===== src/rtl/starfield_layers.sv =====
// Multi-layer parallax starfield over a 512x256 paint area, with its own display timing.
// Define STARFIELD_COLOUR_EN for tinted stars; the default build is greyscale.

module display #(
  parameter int CORDW = 16,
  parameter int MODE  = 0
) (
  input  logic                    clk,
  input  logic                    rst,
  output logic signed [CORDW-1:0] sx,
  output logic signed [CORDW-1:0] sy,
  output logic                    hsync,
  output logic                    vsync,
  output logic                    de,
  output logic                    frame
);
  // Mode 0 is 640x480 60 Hz; mode 1 is a compact 516x3 raster with a 10-line vblank.
  localparam int H_RES  = (MODE == 1) ? 516 : 640;
  localparam int H_FP   = (MODE == 1) ? 2 : 16;
  localparam int H_SYNC = (MODE == 1) ? 4 : 96;
  localparam int H_BP   = (MODE == 1) ? 6 : 48;
  localparam int V_RES  = (MODE == 1) ? 3 : 480;
  localparam int V_FP   = (MODE == 1) ? 2 : 10;
  localparam int V_SYNC = 2;
  localparam int V_BP   = (MODE == 1) ? 6 : 33;

  localparam logic signed [CORDW-1:0] H_STA  = CORDW'(-(H_FP + H_SYNC + H_BP));
  localparam logic signed [CORDW-1:0] HS_STA = CORDW'(-(H_SYNC + H_BP));
  localparam logic signed [CORDW-1:0] HS_END = CORDW'(-H_BP);
  localparam logic signed [CORDW-1:0] H_END  = CORDW'(H_RES - 1);
  localparam logic signed [CORDW-1:0] V_STA  = CORDW'(-(V_FP + V_SYNC + V_BP));
  localparam logic signed [CORDW-1:0] VS_STA = CORDW'(-(V_SYNC + V_BP));
  localparam logic signed [CORDW-1:0] VS_END = CORDW'(-V_BP);
  localparam logic signed [CORDW-1:0] V_END  = CORDW'(V_RES - 1);
  localparam logic signed [CORDW-1:0] ONE    = CORDW'(1);

  always_ff @(posedge clk) begin
    if (rst) begin
      sx <= H_STA;
      sy <= V_STA;
    end else if (sx == H_END) begin
      sx <= H_STA;
      sy <= (sy == V_END) ? V_STA : sy + ONE;
    end else begin
      sx <= sx + ONE;
    end
  end

  // Syncs are active low; blanking precedes the active region in both axes.
  always_comb begin
    hsync = !(sx >= HS_STA && sx < HS_END);
    vsync = !(sy >= VS_STA && sy < VS_END);
    de    = !sx[CORDW-1] && !sy[CORDW-1];
    frame = (sx == H_STA) && (sy == V_STA);
  end
endmodule

// state   | meaning
// IDLE    | waiting for frame_start; fseed holds
// ADVANCE | stepping fseed once per cycle, cnt steps remaining
module starfield_layers #(
  parameter int          BPC          = 5,
  parameter int          CORDW        = 16,
  parameter int          DISPLAY_MODE = 0,
  parameter int          LAYERS       = 3,
  parameter int          DENSITY      = 6,
  parameter logic [31:0] SPEEDS       = 32'h00_04_02_01,
  parameter logic [67:0] SEEDS        = {17'h0081A, 17'h00567, 17'h002B4, 17'h00001}
) (
  input  logic                    clk,
  input  logic                    rst,
  input  logic                    scroll_en,
  output logic signed [CORDW-1:0] disp_x,
  output logic signed [CORDW-1:0] disp_y,
  output logic                    disp_hsync,
  output logic                    disp_vsync,
  output logic                    disp_de,
  output logic                    disp_frame,
  output logic [BPC-1:0]          disp_r,
  output logic [BPC-1:0]          disp_g,
  output logic [BPC-1:0]          disp_b
);
  localparam logic [16:0] TAPS = 17'b10010000000000000;
  localparam logic signed [CORDW-1:0] P_W = CORDW'(512);
  localparam logic signed [CORDW-1:0] P_H = CORDW'(256);

  typedef enum logic {IDLE, ADVANCE} layer_state_t;

  function automatic logic [16:0] lfsr_step(input logic [16:0] s);
    return {1'b0, s[16:1]} ^ (s[0] ? TAPS : 17'd0);
  endfunction

  logic signed [CORDW-1:0] dx, dy;
  logic hs, vs, de, frame_start, paint;

  display #(.CORDW(CORDW), .MODE(DISPLAY_MODE)) u_display (
    .clk(clk), .rst(rst), .sx(dx), .sy(dy),
    .hsync(hs), .vsync(vs), .de(de), .frame(frame_start)
  );

  assign paint = !dx[CORDW-1] && !dy[CORDW-1] && (dx < P_W) && (dy < P_H);

  logic [LAYERS-1:0] star;
  logic [BPC-1:0]    lr [LAYERS];
  logic [BPC-1:0]    lg [LAYERS];
  logic [BPC-1:0]    lb [LAYERS];

  for (genvar k = 0; k < LAYERS; k++) begin : g_layer
    localparam logic [7:0]  SPEED = SPEEDS[8*k +: 8];
    localparam logic [16:0] SEED  = SEEDS[17*k +: 17];

    layer_state_t state, state_nx;
    logic [7:0]   cnt, cnt_nx;
    logic [16:0]  fseed, fseed_nx, wreg, wreg_nx;

    always_comb begin
      state_nx = state;
      cnt_nx   = cnt;
      fseed_nx = fseed;
      case (state)
        IDLE: begin
          if (frame_start && scroll_en && (SPEED != 8'd0)) begin
            state_nx = ADVANCE;
            cnt_nx   = SPEED;
          end
        end
        ADVANCE: begin
          fseed_nx = lfsr_step(fseed);
          cnt_nx   = cnt - 8'd1;
          if (cnt == 8'd1) state_nx = IDLE;
        end
        default: state_nx = IDLE;
      endcase

      // Rewind to the frame seed throughout vblank, walk the sequence across paint pixels.
      wreg_nx = wreg;
      if (dy[CORDW-1]) wreg_nx = fseed;
      else if (paint)  wreg_nx = lfsr_step(wreg);
    end

    always_ff @(posedge clk) begin
      if (rst) begin
        state <= IDLE;
        cnt   <= 8'd0;
        fseed <= SEED;
        wreg  <= SEED;
      end else begin
        state <= state_nx;
        cnt   <= cnt_nx;
        fseed <= fseed_nx;
        wreg  <= wreg_nx;
      end
    end

    assign star[k] = &wreg[16 -: DENSITY];

`ifdef STARFIELD_COLOUR_EN
    assign lr[k] = wreg[BPC-1:0] >> k;
    assign lg[k] = wreg[BPC+3:4] >> k;
    assign lb[k] = wreg[BPC+7:8] >> k;
`else
    assign lr[k] = wreg[BPC-1:0] >> k;
    assign lg[k] = wreg[BPC-1:0] >> k;
    assign lb[k] = wreg[BPC-1:0] >> k;
`endif
  end

  logic           hit;
  logic [BPC-1:0] sel_r, sel_g, sel_b, col_r, col_g, col_b;

  always_comb begin
    hit   = 1'b0;
    sel_r = '0;
    sel_g = '0;
    sel_b = '0;
    // Walk back to front so the frontmost (lowest index) star is written last.
    for (int k = LAYERS - 1; k >= 0; k--) begin
      if (star[k]) begin
        hit   = 1'b1;
        sel_r = lr[k];
        sel_g = lg[k];
        sel_b = lb[k];
      end
    end

    col_r = '0;
    col_g = '0;
    col_b = '0;
    if (de) begin
      if (paint && hit) begin
        col_r = sel_r;
        col_g = sel_g;
        col_b = sel_b;
      end else begin
        col_r = BPC'(2);
        col_g = '0;
        col_b = BPC'(1);
      end
    end
  end

  always_ff @(posedge clk) begin
    if (rst) begin
      disp_x     <= '0;
      disp_y     <= '0;
      disp_hsync <= 1'b0;
      disp_vsync <= 1'b0;
      disp_de    <= 1'b0;
      disp_frame <= 1'b0;
      disp_r     <= '0;
      disp_g     <= '0;
      disp_b     <= '0;
    end else begin
      disp_x     <= dx;
      disp_y     <= dy;
      disp_hsync <= hs;
      disp_vsync <= vs;
      disp_de    <= de;
      disp_frame <= frame_start;
      disp_r     <= col_r;
      disp_g     <= col_g;
      disp_b     <= col_b;
    end
  end
endmodule


===== config.mk =====
export PLATFORM = sky130hd
export DESIGN_NAME = starfield_layers
export DESIGN_NICKNAME = d
export VERILOG_FILES = /design/src/rtl/starfield_layers.sv
export SDC_FILE = /design/constraint.sdc
export NUM_CORES = 1
export LEC_CHECK = 0
export CORE_UTILIZATION = 50
export DETAILED_ROUTE_END_ITERATION = 16
export PLACE_DENSITY = 0.68
export SETUP_SLACK_MARGIN = 0.4
export SYNTH_ARGS = -nofsm -noshare
export SYNTH_HDL_FRONTEND = slang
export SYNTH_HIERARCHICAL = 1
export SYNTH_SLANG_ARGS = --single-unit

===== constraint.sdc =====
create_clock -name clk -period 5.46 [get_ports clk]
set_clock_uncertainty 0.1 [all_clocks]
set_input_delay 1.092 -clock clk [delete_from_list [all_inputs] [get_ports clk]]
set_output_delay 1.092 -clock clk [all_outputs]
set_load 0.05 [all_outputs]

# Yosys cells after proc, flatten, opt, wreduce, memory -nomap -nowiden
# Cells that the tools add are included.
dict set report totals {
  ff_bits 212
  latch_bits 0
  ram_bits 0
  rom_bits 0
  inputBits 3
  wordCells 110
  n_memories 0
}
dict set report op_classes {
  n_addsub 5
  mul 0
  div 0
  magnitude_cmp 6
  eq_ne 10
  shifts 0
  mux 34
  n_bitwise 11
  reduce_logical 19
}
# operator n
set ops {}
lappend ops {{$mux 17} 12}
lappend ops {{$xor 16x17->17} 6}
lappend ops {{$pmux 8 s2} 3}
lappend ops {{$add 16x2->16 const B} 2}
lappend ops {{$lt 16x7->1 const B} 2}
lappend ops {{$eq 8x1->1 const B} 3}
lappend ops {{$mux 8} 3}
lappend ops {{$sub 8x1->8 const B} 3}
lappend ops {{$reduce_and 6->1} 3}
lappend ops {{$eq 16x10->1 const B} 1}
lappend ops {{$eq 16x11->1 const B} 1}
lappend ops {{$eq 16x7->1 const B} 1}
lappend ops {{$eq 16x9->1 const B} 1}
lappend ops {{$ge 16x7->1 const B} 1}
lappend ops {{$ge 16x9->1 const B} 1}
lappend ops {{$lt 16x10->1 const B} 1}
lappend ops {{$lt 16x11->1 const B} 1}
lappend ops {{$mux 16} 1}
lappend ops {{$mux 5} 2}
lappend ops {{$logic_and 1x1->1} 8}
lappend ops {{$mux 1} 8}
lappend ops {{$ne 2x2->1 const B} 3}
lappend ops {{$pmux 1 s2} 3}
lappend ops {{$not 1->1} 5}
lappend ops {{other kinds (6)} 10}

# Logic depth before layout (Yosys ltp)
dict set report logic_depth {
  depth_word 7
  depth_mapped 10
  mapped_depth_nobuf 9
}

# Cells and area by module
# Netlist, hierarchy kept.
# module instances cells_each area_per_inst_um2 seq_area_each_um2
set modules_own_cells {}
lappend modules_own_cells {starfield_layers 1 746 7113.1 3443.3}
lappend modules_own_cells {display 1 208 1796.7 640.6}

# Worst setup path before layout
# Ideal clock, no wire load.
dict set report synth_timing {
  kind {input -> register}
  start {input rst}
  end {register g_layer[0].cnt[5]}
  setup_time_ns 0.128
  arrival_time_ns 2.062
  setup_slack_ns 3.170
  stages 5
  n_path_buf 4
  cell_sequence {buf_2 -> buf_2 -> buf_1 -> clkbuf_1 -> nor2_1}
}
# item line_no
set synth_lines {}
lappend synth_lines {{start, declared} 71} ;# input logic rst,
lappend synth_lines {{end signal, assigned} 149} ;# cnt <= cnt_nx;
lappend synth_lines {{end, declared} 113} ;# logic [7:0] cnt, cnt_nx;
# No word-level cell between the ends.

# Worst setup path after layout
dict set report layout_timing {
  start {register u_display.sy[11]}
  end {register g_layer[0].cnt[2]}
}
dict set report layout_between {
  elab_chain_len 4
}
# item line_no
set layout_lines {}
lappend layout_lines {{start, declared} 11} ;# output logic signed [CORDW-1:0] sy,
lappend layout_lines {{start signal, assigned} 43} ;# sy <= (sy == V_END) ? V_STA : sy + ONE;
lappend layout_lines {{$eq 16x7->1} 54} ;# frame = (sx == H_STA) && (sy == V_STA);
lappend layout_lines {{$logic_and 1x1->1} 54}
lappend layout_lines {{named net frame_start} 94} ;# logic hs, vs, de, frame_start, paint;
lappend layout_lines {{$logic_and 1x1->1} 122} ;# if (frame_start && scroll_en && (SPEED != 8'd0)) begin
lappend layout_lines {{$ne 2x2->1 (no line)} --}
# The timed path passes the listed nets, and every way through them passes these cells.
# A chain may end at the register's enable or synchronous reset.

==> flow_metrics.env <==
export IMPL_critPathArrivalTime_ns=3.15
export IMPL_crit_required_ns=5.70
export IMPL_die_area_sq_mm=0.0184
export IMPL_startpoint_type="flip-flop"
export IMPL_min_delay_path_class="flip-flop to flip-flop"
export IMPL_p_per_area_mw_per_mm2=332
export IMPL_clkSlewWorstSetupHoldPaths_ns=0.06
export IMPL_drive_above_1_share_pct=9.65
export IMPL_cts_path_max_buffers=3
export IMPL_synthCells=954
export IMPL_post_route_min_period_ns=2.91
export IMPL_die_y_um=135
export IMPL_worst_slew_pin_slew_ns=1.09
export IMPL_via_per_inst=5.62
export IMPL_nNetsFinal=974
export IMPL_hold_viol=0
export IMPL_drv_cap=0
export IMPL_cts_resized_gates=0
export IMPL_ys_seq_area_share_pct=45.8
export IMPL_clkSinkCount=204
export IMPL_cts_made_buffers=22
export IMPL_hold_buffers=0
export IMPL_dp_hpwl_mm=10.7
export IMPL_wire_per_inst_um=14.8
export IMPL_grt_pass1_vias=6219
export IMPL_drt_initial_drc_count=418
export IMPL_cts_root_buf="clkbuf_16"
export IMPL_yosys_register_bits=204
export IMPL_grt_overflow_total=0
export IMPL_tns_ns=0
export IMPL_crit_family="simple AND/OR/NAND/NOR gates"
export IMPL_cpPeakStageDelay_ns=0.58
export IMPL_synth_cell_types=64
export IMPL_antenna_found_initial=0
export IMPL_num_io_pins=54
export IMPL_rsz0062_at_grt="no"
export IMPL_endpoint_kind="flip-flop"
export IMPL_synth_cell_area_sq_mm=0.00891
export IMPL_period_share_pct=53.4
export IMPL_route_detailed_drc=0
export IMPL_peakVddDrop_mv=0.286
export IMPL_portBuffers=53
export IMPL_clock_latency_ns=0.49
export IMPL_num_vias=6733
export IMPL_ant_nets=0
export IMPL_post_cts_buffers=0
export IMPL_synth_ff_type="dfxtp_1"
export IMPL_status="completed"
export IMPL_place_congestion=0.787
export IMPL_max_slew_margin_pct=27.0
export IMPL_synth_edf_count=0
export IMPL_worst_path_max_fanout=10
export IMPL_first_pass_iters=7
export IMPL_core_sq_mm=0.0174
export IMPL_grt_use_total_pct=19.6
export IMPL_grt_max_degree=131
export IMPL_die_w_um=135
export IMPL_max_freq_ghz=0.343
export IMPL_grt_pass1_wl_mm=30.2
export IMPL_diodes=0
export IMPL_synth_async_sr_flop_share_pct=0
export IMPL_area_growth_pct=13.5
export IMPL_dpl_cell_count=1161
export IMPL_path_cells="nand4_1 > nor4_1 > nand4_1 > nor2_1 > and2_1 > nor2_1 > o21ai_0 > a21oi_1"
export IMPL_cts_tree="yes"
export IMPL_setup_viol=0
export IMPL_drv_slew=0
export IMPL_fp_row_count=48
export IMPL_yosys_warnings=6
export IMPL_cp_slowest_cell="nor4_1"
export IMPL_critical_path_class="flip-flop to flip-flop"
export IMPL_syn_area_per_cell_sq_um=9.34
export IMPL_syn_num_nets=968
export IMPL_start_util_pct=51.3
export IMPL_instances_no_fill=1199
export IMPL_power_leakage_nw=3.37
export IMPL_cp_num_buf_inv=0
export IMPL_htree_levels=1
export IMPL_wl_mm=17.8
routing by layer:
metal	GRT usage (%)	share of wire [%]	vias up	routed length, um
li1	-	-	3433	-
met1	27.1	49	3183	8700
met2	32.2	47	96	8320
met3	2.66	2.7	21	473
met4	4.68	1.6	0	286
met5	0	0	-	0
synth_stat cells (3+ instances only):
library cell / count / area share [%]
buf_1: 9 / 0.38
or4_1: 5 / 0.42
buf_2: 14 / 0.79
clkbuf_1: 42 / 1.8
ha_1: 11 / 1.5
nor2b_1: 57 / 4.0
or3_1: 13 / 0.91
nor4b_1: 6 / 0.59
nand2b_1: 5 / 0.35
dfxtp_1: 204 / 46
a211oi_1: 16 / 1.3
nand2_1: 45 / 1.9
o21ai_0: 11 / 0.62
nand4_1: 19 / 1.3
nand3b_1: 8 / 0.67
xnor2_1: 5 / 0.49
a2111oi_2: 26 / 4.4
o211ai_1: 5 / 0.42
mux2i_1: 37 / 4.2
nand3_1: 23 / 1.3
buf_4: 10 / 0.84
o31ai_1: 6 / 0.51
nor3_1: 91 / 5.1
nor3b_1: 17 / 1.4
nor4_2: 3 / 0.42
mux2_2: 9 / 1.1
nor4_1: 35 / 2.5
xor2_1: 18 / 1.8
inv_1: 44 / 1.9
a211o_1: 14 / 1.4
and4_1: 5 / 0.49
nor2_1: 78 / 3.3
or4b_1: 4 / 0.45
a21oi_1: 16 / 0.90
path summary, 6_finish.rpt:
path	from	endpoint	slack, ns	cells after the start
setup / recovery	u_display/sy[11]$_SDFFE_PP1N_	g_layer[0].cnt[2]$_SDFFE_PP0P_	2.55	8
hold / removal	g_layer[0].wreg[4]$_SDFFE_PP0P_	disp_r[4]$_SDFF_PP0_	0.37	2
setup reg to reg	u_display/sy[11]$_SDFFE_PP1N_	g_layer[0].cnt[2]$_SDFFE_PP0P_	2.55	8
hold reg to reg	g_layer[0].wreg[4]$_SDFFE_PP0P_	disp_r[4]$_SDFF_PP0_	0.37	2
state kept, by name, indices dropped and copies added, names as in the netlist, 3 cells and up:
| signal | flops |
|---|---|
| disp_r | 5 |
| disp_x | 16 |
| disp_y | 16 |
| g_layer.cnt | 24 |
| g_layer.fseed | 51 |
| g_layer.state | 3 |
| g_layer.wreg | 51 |
| u_display/sx | 16 |
| u_display/sy | 16 |
per-stage QoR:
stage                     utilization, %  total power [mW]  area (sq um)  hold WS, ns  setup WS (ns)
final                               58.3              3.35         10100        0.373           2.55
after global routing                58.3              3.49         10100        0.397           2.37
after CTS                           58.3              3.39         10100        0.367           2.54
after detailed placement            54.3              1.96          9420        0.351           2.11
after global placement              54.3              1.95          9420        0.359           2.11
after floorplan                        -              1.89          8910        0.329           3.17
worst reg2reg max path, cell delays in order (launching register included):
cell	delay, ns
dfxtp_1	0.48
nand4_1	0.20
nor4_1	0.58
nand4_1	0.18
nor2_1	0.44
and2_1	0.41
nor2_1	0.10
o21ai_0	0.17
a21oi_1	0.09
logic make-up (layout without fill, tap and decap cells):
family,after synthesis,after routing,share of synthesized area [%]
DFF,204,204,45.8
and+or+nand+nor,433,433,27.2
adders and majority gates,11,11,1.54
AOI/OAI and AO/OA,115,115,12.0
xor gates and xnor gates,23,23,2.26
muxes,46,46,5.29
buffers and inverters,122,142,5.94
placed cells by master (no fill, tap or decap), drive strengths merged, types with 3 or more instances in the layout:
cell / Yosys / final
ha: 11 / 11
nand4: 20 / 20
nand3b: 8 / 8
a2111oi: 29 / 29
dfxtp: 204 / 204
nand3: 23 / 23
buf: 35 / 8
and2: 3 / 3
o31ai: 6 / 6
nor3b: 17 / 17
o21ai: 12 / 12
xor2: 18 / 18
nor4: 39 / 39
inv: 44 / 44
a211oi: 16 / 16
a211o: 14 / 14
or4b: 4 / 4
nand2b: 5 / 5
o211ai: 5 / 5
nor3: 91 / 91
nor2b: 57 / 57
nor4b: 6 / 6
or3: 14 / 14
mux2i: 37 / 37
clkbuf: 43 / 32
a21oi: 16 / 16
clkinv: 0 / 3
xnor2: 5 / 5
clkdlybuf4s50: 0 / 52
and4: 6 / 6
or4: 7 / 7
nor2: 78 / 78
nand2: 45 / 45
mux2: 9 / 9
where the power goes:
part | switching [mW] | total [mW] | internal, mW
combinational | 0.179 | 0.310 | 0.131
sequential | 0.0533 | 1.61 | 1.56
clock | 0.572 | 1.43 | 0.857
total | 0.804 | 3.35 | 2.55
area by class of cell:
class | count | area, sq um
Clock inverter | 6 | 60.1
Tap cell | 225 | 282
Fill cell | 1531 | 7240
Clock buffer | 32 | 639
Inverter | 44 | 165
Multi-Input combinational cell | 628 | 4300
Sequential cell | 204 | 4090
Timing Repair Buffer | 60 | 584
Note: power is estimated with default switching activity, not from simulation.
